**src/rtl/muldiv_unit.sv**
```systemverilog
// muldiv_unit: multi-cycle multiply / divide unit for a pipelined core.
//   MUL, MADD and MSUB produce a 2*WIDTH product in one MUL-state cycle.
//   DIV is a restoring radix-2 divider on operand magnitudes that takes WIDTH cycles.
//   result_o is {HI,LO}. For DIV that is {remainder, quotient}.
//   Build option MULDIV_MADD_EN: when defined, MADD/MSUB add/subtract the product
//   to/from the captured acc_i. When undefined, the accumulator path is absent
//   and ops 2/3 behave as plain MUL.
module muldiv_unit #(
    parameter int WIDTH = 32
) (
    input  logic                 clk,
    input  logic                 rst,
    input  logic                 start_i,
    input  logic [1:0]           op_i,
    input  logic                 signed_i,
    input  logic [WIDTH-1:0]     opa_i,
    input  logic [WIDTH-1:0]     opb_i,
    input  logic [2*WIDTH-1:0]   acc_i,
    input  logic                 annul_i,
    output logic [2*WIDTH-1:0]   result_o,
    output logic                 ready_o,
    output logic                 busy_o,
    output logic                 dbz_o
);

    localparam int W2    = 2 * WIDTH;
    localparam int CNT_W = $clog2(WIDTH);
    localparam logic [CNT_W-1:0] CNT_LAST = CNT_W'(WIDTH - 1);
    localparam logic [1:0] OP_DIV  = 2'd1;

    typedef enum logic [1:0] {IDLE, MUL, DIV, DONE} state_t;

    state_t            state_reg;
    logic [CNT_W-1:0]  cnt_reg;
    // During DIV, a_mag_reg doubles as the dividend/quotient shift register.
    logic [WIDTH-1:0]  a_mag_reg;
    logic [WIDTH-1:0]  b_mag_reg;
    logic              a_neg_reg;
    logic              b_neg_reg;
    logic [WIDTH-1:0]  rem_reg;

    // Operand sign/magnitude at the start edge; unsigned operands are never negative.
    logic              a_neg_in;
    logic              b_neg_in;
    logic [WIDTH-1:0]  a_mag_in;
    logic [WIDTH-1:0]  b_mag_in;

    // Multiply datapath.
    logic [W2-1:0]     prod_mag;
    logic [W2-1:0]     prod_val;
    logic [W2-1:0]     mul_res;

    // Divide datapath (one restoring step per cycle).
    logic [WIDTH:0]    rem_shift;
    logic [WIDTH:0]    rem_trial;
    logic              div_ge;
    logic [WIDTH-1:0]  rem_next;
    logic [WIDTH-1:0]  quo_next;
    logic [WIDTH-1:0]  rem_fix;
    logic [WIDTH-1:0]  quo_fix;

`ifdef MULDIV_MADD_EN
    localparam logic [1:0] OP_MADD = 2'd2;
    localparam logic [1:0] OP_MSUB = 2'd3;
    logic [1:0]        op_reg;
    logic [W2-1:0]     acc_reg;
`endif

    // Convert incoming operands to sign + magnitude (most-negative maps to 2^(WIDTH-1)).
    always_comb begin
        a_neg_in = signed_i & opa_i[WIDTH-1];
        b_neg_in = signed_i & opb_i[WIDTH-1];
        a_mag_in = a_neg_in ? (~opa_i + WIDTH'(1)) : opa_i;
        b_mag_in = b_neg_in ? (~opb_i + WIDTH'(1)) : opb_i;
    end

    // Unsigned magnitude product, negated when exactly one operand was negative.
    always_comb begin
        prod_mag = {{WIDTH{1'b0}}, a_mag_reg} * {{WIDTH{1'b0}}, b_mag_reg};
        prod_val = (a_neg_reg ^ b_neg_reg) ? (~prod_mag + W2'(1)) : prod_mag;
    end

`ifdef MULDIV_MADD_EN
    // Fold the captured accumulator into the product for MADD / MSUB.
    always_comb begin
        case (op_reg)
            OP_MADD: mul_res = acc_reg + prod_val;
            OP_MSUB: mul_res = acc_reg - prod_val;
            default: mul_res = prod_val;
        endcase
    end
`else
    // Without the accumulator path every multiply-class op returns the plain product.
    always_comb begin
        mul_res = prod_val;
    end

    logic unused_acc;
    assign unused_acc = ^acc_i;
`endif

    // One restoring-division step plus the final sign fix-up of quotient and remainder.
    always_comb begin
        rem_shift = {rem_reg, a_mag_reg[WIDTH-1]};
        rem_trial = rem_shift - {1'b0, b_mag_reg};
        div_ge    = ~rem_trial[WIDTH];
        rem_next  = div_ge ? rem_trial[WIDTH-1:0] : rem_shift[WIDTH-1:0];
        quo_next  = {a_mag_reg[WIDTH-2:0], div_ge};
        quo_fix   = (a_neg_reg ^ b_neg_reg) ? (~quo_next + WIDTH'(1)) : quo_next;
        rem_fix   = a_neg_reg ? (~rem_next + WIDTH'(1)) : rem_next;
    end

    // Control FSM with registered outputs; result_o/dbz_o only change on entry to DONE.
    always_ff @(posedge clk) begin
        if (rst) begin
            state_reg <= IDLE;
            cnt_reg   <= '0;
            a_mag_reg <= '0;
            b_mag_reg <= '0;
            a_neg_reg <= 1'b0;
            b_neg_reg <= 1'b0;
            rem_reg   <= '0;
            result_o  <= '0;
            ready_o   <= 1'b0;
            busy_o    <= 1'b0;
            dbz_o     <= 1'b0;
`ifdef MULDIV_MADD_EN
            op_reg    <= 2'd0;
            acc_reg   <= '0;
`endif
        end else begin
            ready_o <= 1'b0;
            case (state_reg)
                IDLE: begin
                    if (start_i && !annul_i) begin
                        a_mag_reg <= a_mag_in;
                        b_mag_reg <= b_mag_in;
                        a_neg_reg <= a_neg_in;
                        b_neg_reg <= b_neg_in;
                        rem_reg   <= '0;
                        cnt_reg   <= '0;
                        busy_o    <= 1'b1;
`ifdef MULDIV_MADD_EN
                        op_reg    <= op_i;
                        acc_reg   <= acc_i;
`endif
                        if (op_i == OP_DIV) begin
                            if (opb_i == '0) begin
                                // Divide by zero finishes immediately with a zero result.
                                state_reg <= DONE;
                                result_o  <= '0;
                                dbz_o     <= 1'b1;
                                ready_o   <= 1'b1;
                            end else begin
                                state_reg <= DIV;
                            end
                        end else begin
                            state_reg <= MUL;
                        end
                    end
                end

                MUL: begin
                    if (annul_i) begin
                        state_reg <= IDLE;
                        busy_o    <= 1'b0;
                    end else begin
                        state_reg <= DONE;
                        result_o  <= mul_res;
                        dbz_o     <= 1'b0;
                        ready_o   <= 1'b1;
                    end
                end

                DIV: begin
                    if (annul_i) begin
                        state_reg <= IDLE;
                        busy_o    <= 1'b0;
                        cnt_reg   <= '0;
                    end else begin
                        a_mag_reg <= quo_next;
                        rem_reg   <= rem_next;
                        cnt_reg   <= cnt_reg + CNT_W'(1);
                        if (cnt_reg == CNT_LAST) begin
                            state_reg <= DONE;
                            result_o  <= {rem_fix, quo_fix};
                            dbz_o     <= 1'b0;
                            ready_o   <= 1'b1;
                        end
                    end
                end

                DONE: begin
                    // ready_o was raised on entry; start_i is deliberately not looked at here.
                    state_reg <= IDLE;
                    busy_o    <= 1'b0;
                end

                default: begin
                    state_reg <= IDLE;
                    busy_o    <= 1'b0;
                end
            endcase
        end
    end

endmodule
```
**config.mk**
```make
export PLATFORM = sky130hd
export DESIGN_NAME = muldiv_unit
export DESIGN_NICKNAME = d
export VERILOG_FILES = /design/src/rtl/muldiv_unit.sv
export SDC_FILE = /design/constraint.sdc
export NUM_CORES = 2
export LEC_CHECK = 0
export CORE_ASPECT_RATIO = 1.4
export CORE_UTILIZATION = 45
export DETAILED_ROUTE_END_ITERATION = 7
export REMOVE_ABC_BUFFERS = 1
export SYNTH_ARGS = -nofsm -noshare
export SYNTH_HDL_FRONTEND = slang
export SYNTH_SLANG_ARGS = --single-unit
```
**constraint.sdc**
```tcl
create_clock -name clk -period 24.2 [get_ports clk]
set_input_delay 3.63 -clock clk [delete_from_list [all_inputs] [get_ports clk]]
set_output_delay 3.63 -clock clk [all_outputs]
set_load 0.005 [all_outputs]
```
After elaboration in Yosys (flattened, before gate mapping)

Cells that the tools add are included.
W data, S select, Z words.

Input port bits: 135
Output and inout port bits: 67
Logic and storage cells: 100
Flip-flop bits (word level): 172

Eq/ne operators: 13
Bitwise gates (word level): 9
$mul: 1
Multiplexer cells: 46
Add/subtract/negate cells: 7
Reductions and logical operators: 13

Operator list:

| kind                    | count |
|---|---|
| $mux W64                | 7 |
| $mux W32                | 9 |
| $pmux W64 S3            | 1 |
| $add A32 B1 Y32 const B | 4 |
| $not A32 Y32            | 4 |
| $pmux W32 S2            | 2 |
| $add A64 B1 Y64 const B | 1 |
| $mul A32 B32 Y64        | 1 |
| $not A64 Y64            | 1 |
| $sub A33 B32 Y33        | 1 |
| $logic_not A32 Y1       | 1 |
| $mux W1                 | 15 |
| $ne A2 B2 Y1 const B    | 6 |
| $mux W2                 | 5 |
| $mux W5                 | 2 |
| $pmux W5 S2             | 1 |
| $pmux W1 S3             | 3 |
| $pmux W2 S4             | 1 |
| $reduce_and A2 Y1       | 4 |
| $reduce_and A7 Y1       | 1 |
| $add A5 B1 Y5 const B   | 1 |
| $eq A5 B5 Y1 const B    | 1 |
| $eq A2 B1 Y1 const B    | 2 |
| $eq A2 B2 Y1 const B    | 2 |
| other kinds (12)        | 13 |

Logic depth before layout (Yosys ltp)

Depth in word-level cells: 8
Gate-level depth with buffers: 34
Mapped depth without buffers: 29

Worst setup path before layout

No wires, ideal clock.

Path type: reg-to-reg
From: reg a_mag_reg[26]
To: reg result_o[63]
Buffers on the path: 3
Setup time: 0.063 ns
Path slack: 15.601 ns
Data required time: 24.137 ns
Stages on the path, launching flop included: 29
Period minus slack after synthesis: 8.599 ns
Data arrival time: 8.536 ns
Cell sequence: dfxtp_1 -> clkbuf_1 -> buf_1 -> and2_1 -> fa_1 -> fa_1 -> inv_1 -> fa_1 -> fa_1 -> inv_1 -> fa_1 -> fa_1 -> fa_1 -> inv_1 -> fa_1 -> inv_1 -> ha_1 -> a21oi_1 -> o21ai_1 -> a21o_1 -> a2111oi_0 -> o31ai_1 -> a311o_1 -> nor3_2 -> or4bb_1 -> clkbuf_1 -> or2_1 -> or4_1 -> nand3_1

Longest elaborated chain between the ends: 6

RTL lines:

| what                   | line | RTL |
|---|---|---|
| start, declared        | 36   | `logic [WIDTH-1:0] a_mag_reg;` |
| start signal, assigned | 136  | `a_mag_reg <= a_mag_in;` |
| start signal, assigned | 181  | `a_mag_reg <= quo_next;` |
| $mul A32 B32 Y64 (*)   | 79   | `prod_mag = {{WIDTH{1'b0}}, a_mag_reg} * {{WIDTH{1'b0}}, b_mag_reg};` |
| $not A64 Y64           | 80   | `prod_val = (a_neg_reg ^ b_neg_reg) ? (~prod_mag + W2'(1)) : prod_mag;` |
| $add A64 B1 Y64        | 80   |  |
| $mux W64 (*)           | 80   |  |
| $mux W64 (*)           | 164  | `if (annul_i) begin` |
| $pmux W64 S3 (*)       | 133  | `case (state_reg)` |
| end signal, assigned   | 169  | `result_o <= mul_res;` |
| end signal, assigned   | 186  | `result_o <= {rem_fix, quo_fix};` |
| end, declared          | 20   | `output logic [2*WIDTH-1:0] result_o,` |

Every way passes the cells marked *; elsewhere a longest branch is shown, timed or not. The select of a mux whose other input is x is not followed.
A chain may end at the register's enable or synchronous reset.

Final worst setup path

From: reg b_mag_reg[6]
To: reg result_o[62]

Longest elaborated chain between the ends: 8
Elaborated cells between the ends (all ways): 13
Those cells by class: 3 x add/sub; 1 x mul; 7 x mux; 2 x bitwise

RTL lines:

| what                                                     | line | RTL |
|---|---|---|
| start, declared                                          | 37   | `logic [WIDTH-1:0] b_mag_reg;` |
| start signal, assigned                                   | 137  | `b_mag_reg <= b_mag_in;` |
| branches (longest 7 deep; another with $mul A32 B32 Y64) | --   |  |
| $pmux W64 S3 (*)                                         | 133  |  |

Every way passes the cells marked *. The select of a mux whose other input is x is not followed.

==> flow_summary.json <==
{
  "status": "complete, no violations",
  "dieArea_mm2": 0.107,
  "clock-root-buffer": "clkbuf_16",
  "die_w_um": 276,
  "netlist.area_leader.share": 0.379,
  "cts_htree_levels": 4,
  "switchingPower_mw": 1.03,
  "critPathKind": "flop to flop",
  "power_per_cell_area_mw_per_mm2": 36.9,
  "gr-usage-all-layers": 0.318,
  "cts-buffers-inserted": 17,
  "dp.cells": 6977,
  "fp.dieH_um": 386,
  "grt_pass1_vias": 42100,
  "arrival_ns": 11.01,
  "syn_avg_cell_area_um2": 8.24,
  "layout_commonest_cell": "inv_1",
  "top_usage_layer": "met2",
  "cts_hold_buf": 0,
  "cpMostUsedCell": "fa_1",
  "totalPowerFinal_mw": 1.87,
  "gr-total-overflow": 0,
  "holdCritPathClass": "flop to flop",
  "fmax_ghz": 0.0949,
  "grt_max_degree": 89,
  "place_area_mm2": 0.0499,
  "critPathMaxFanout": 27,
  "yosys.cell_types.count": 103,
  "syn_inst": 5754,
  "synth_area_leaders": "fa_1, ha_1, dfxtp_1, inv_1, and2_1",
  "r2r_cells": 25,
  "worstHoldEndpoint": "cnt_reg[3]",
  "p_leak_nw": 23.3,
  "dp_hpwl_um": 130000,
  "use_met1": 0.380,
  "yosysSeqAreaShare": 0.0726,
  "rrSetupSlack_ns": 13.66,
  "start_util": 0.455,
  "min-delay-start": "cnt_reg[3]",
  "period_minus_slack_ns": 10.54,
  "worst_setup_path_end_kind": "flop",
  "hold_depth": 1,
  "cts.clk_slew.worst_paths_ns": 0.09,
  "synthFlopType": "dfxtp_1",
  "worst_pin_slew_ns": 1.19,
  "comb_power_share": 0.670,
  "final_net_count": 6987,
  "vdd.ir_drop.worst_mv": 0.0697,
  "ant_nets": 0,
  "regMostFlops": "result_o",
  "cp_slowest_cell": "clkinv_1",
  "p_int_uw": 837,
  "largest_register_ff_count": 64,
  "drt_first_pass_iters": 5,
  "post_cts_buffers": 0,
  "rsz0062_at_grt": "false",
  "fin_area_mm2": 0.0505,
  "route.vias.total": 40100,
  "slew_violations": 0,
  "routed_wirelength_um": 165000,
  "grt_pass1_wl_um": 255000,
  "drive_above_1_share": 0.0350,
  "pwr-share-seq": 0.166,
  "cts_resized": 0,
  "async_reset_ff_frac": 0,
  "cap_violations": 0,
  "finalHoldViolCount": 0,
  "antenna_found_initial": 6,
  "synth_area_mm2": 0.0474,
  "cts_tree": "built",
  "slowest_delay_ns": 0.81,
  "swShare": 0.551,
  "clock_path_buffers": 2,
  "core_area_mm2": 0.104,
  "ys_ff_latch": 172,
  "drtIter0Drc": 2677,
  "skew_ns": 0.0220,
  "tns_ns": 0,
  "clkPwrFrac": 0.165,
  "finalSetupViolations": 0,
  "post-place-ws_ns": 13.93,
  "ys_warn_count": 0,
  "required_ns": 24.66,
  "drc": 0,
  "synth-edff-count": 0,
  "slew_headroom": 0.185,
  "wl_per_cell_um": 23.6,
  "place.gp.congestion": 1.01,
  "timing.rr.end": "result_o[62]",
  "r2r-start": "b_mag_reg[6]",
  "area_delta_synth_final_pct": 6.52,
  "stdcell_count": 7011,
  "met2_usage": 0.562,
  "final_cell_mix": "inv_1, fa_1, nand2_1",
  "cts_sinks": 172,
  "nFillCells": 10100,
  "io_buffers": 137,
  "synth_top_area_cell": "fa_1",
  "rows": 140,
  "io_pins": 202,
  "worst_setup_path_start_kind": "flop",
  "clock_latency_ns": 0.54,
  "post_drt_via_cell_ratio": 5.72,
  "period_share": 0.436,
  "grtUsageMet3": 0.0333,
  "worst_slack_ns": 13.66
}
## stage by stage
stage,utilization,hold slack [ns]
CTS,0.485,0.472
finish,0.485,0.476
detailed placement,0.479,0.456
global placement,0.479,0.450
global route,0.485,0.483
floorplan,-,0.424
## layer usage
layer / vias up / share of wire / routed length [um]
li1: 17900 / - / -
met1: 20500 / 0.39 / 64000
met2: 1377 / 0.50 / 82200
met3: 358 / 0.054 / 8990
met4: 2 / 0.061 / 10000
met5: - / 0.000079 / 13
## cell families after synthesis
group | Yosys count | synth area share
buf+inv | 1281 | 0.102
mux | 31 | 0.00678
compound gates | 846 | 0.112
simple gates | 1973 | 0.201
fa+ha+maj | 1205 | 0.460
xor+xnor | 246 | 0.0454
flops | 172 | 0.0726
## worst max path at each step
stage | slack (ns) | cells after the start | from | to
6_report | 13.66 | 25 | b_mag_reg[6] | result_o[62]
5_1_grt | 13.44 | 28 | b_mag_reg[22] | result_o[62]
4_1_cts | 13.88 | 25 | b_mag_reg[6] | result_o[62]
3_5_place_dp | 13.93 | 25 | b_mag_reg[6] | result_o[62]
3_3_place_gp | 13.88 | 25 | b_mag_reg[6] | result_o[62]
2_1_floorplan | 15.26 | 26 | a_mag_reg[25] | result_o[62]
## synthesized netlist by cell type, types with 10 or more instances
cell and instances:
o21ai_0 202, or3_1 23, and2_1 493, o41ai_1 12
a22oi_1 62, buf_2 17, nor2_1 397, nor3_1 72
clkbuf_1 308, a31oi_1 26, o31ai_1 36, o211ai_1 21
o21a_1 17, mux2i_1 25, a211oi_1 38, nand2b_1 17
or4_1 10, dfxtp_1 172, ha_1 308, and3_1 17
nand2_1 757, a21o_1 25, fa_1 897, nand3_1 38
a21oi_1 275, o221ai_1 12, buf_1 34, nand4_1 40
o21ai_1 12, nor4_1 26, inv_1 916, nor2b_1 13
xnor2_1 143, xor2_1 103
## worst max-delay path, delay by kind of cell, from the launching register on
family	cells	cell delay [ns]
AOI/OAI and AO/OA	7	2.23
DFF	1	0.31
adders and majority gates	9	4.47
muxes	1	0.28
buffers and inverters	4	1.24
and+or+nand+nor	4	1.90
## power groups by stage
stage	clock network [mW]	registers, mW	logic (mW)
2_1_floorplan	0	0.358	0.722
3_3_place_gp	0	0.316	1.22
3_5_place_dp	0	0.316	1.22
4_1_cts	0.312	0.309	1.24
5_1_grt	0.320	0.311	1.36
6_report	0.307	0.309	1.25
## cell type report
cell class	count	area, um^2	share of cell area
clock inverters	15	170	0.00337
clock buffers	17	425	0.00842
well taps	1349	1690	0.0334
flip-flops and latches	172	3450	0.0682
repair buffers	233	2090	0.0414
multi-input cells	4301	39200	0.777
diodes	2	5.00	0.0000991
inverters	922	3460	0.0685
Note: power is estimated with default switching activity, not from simulation.
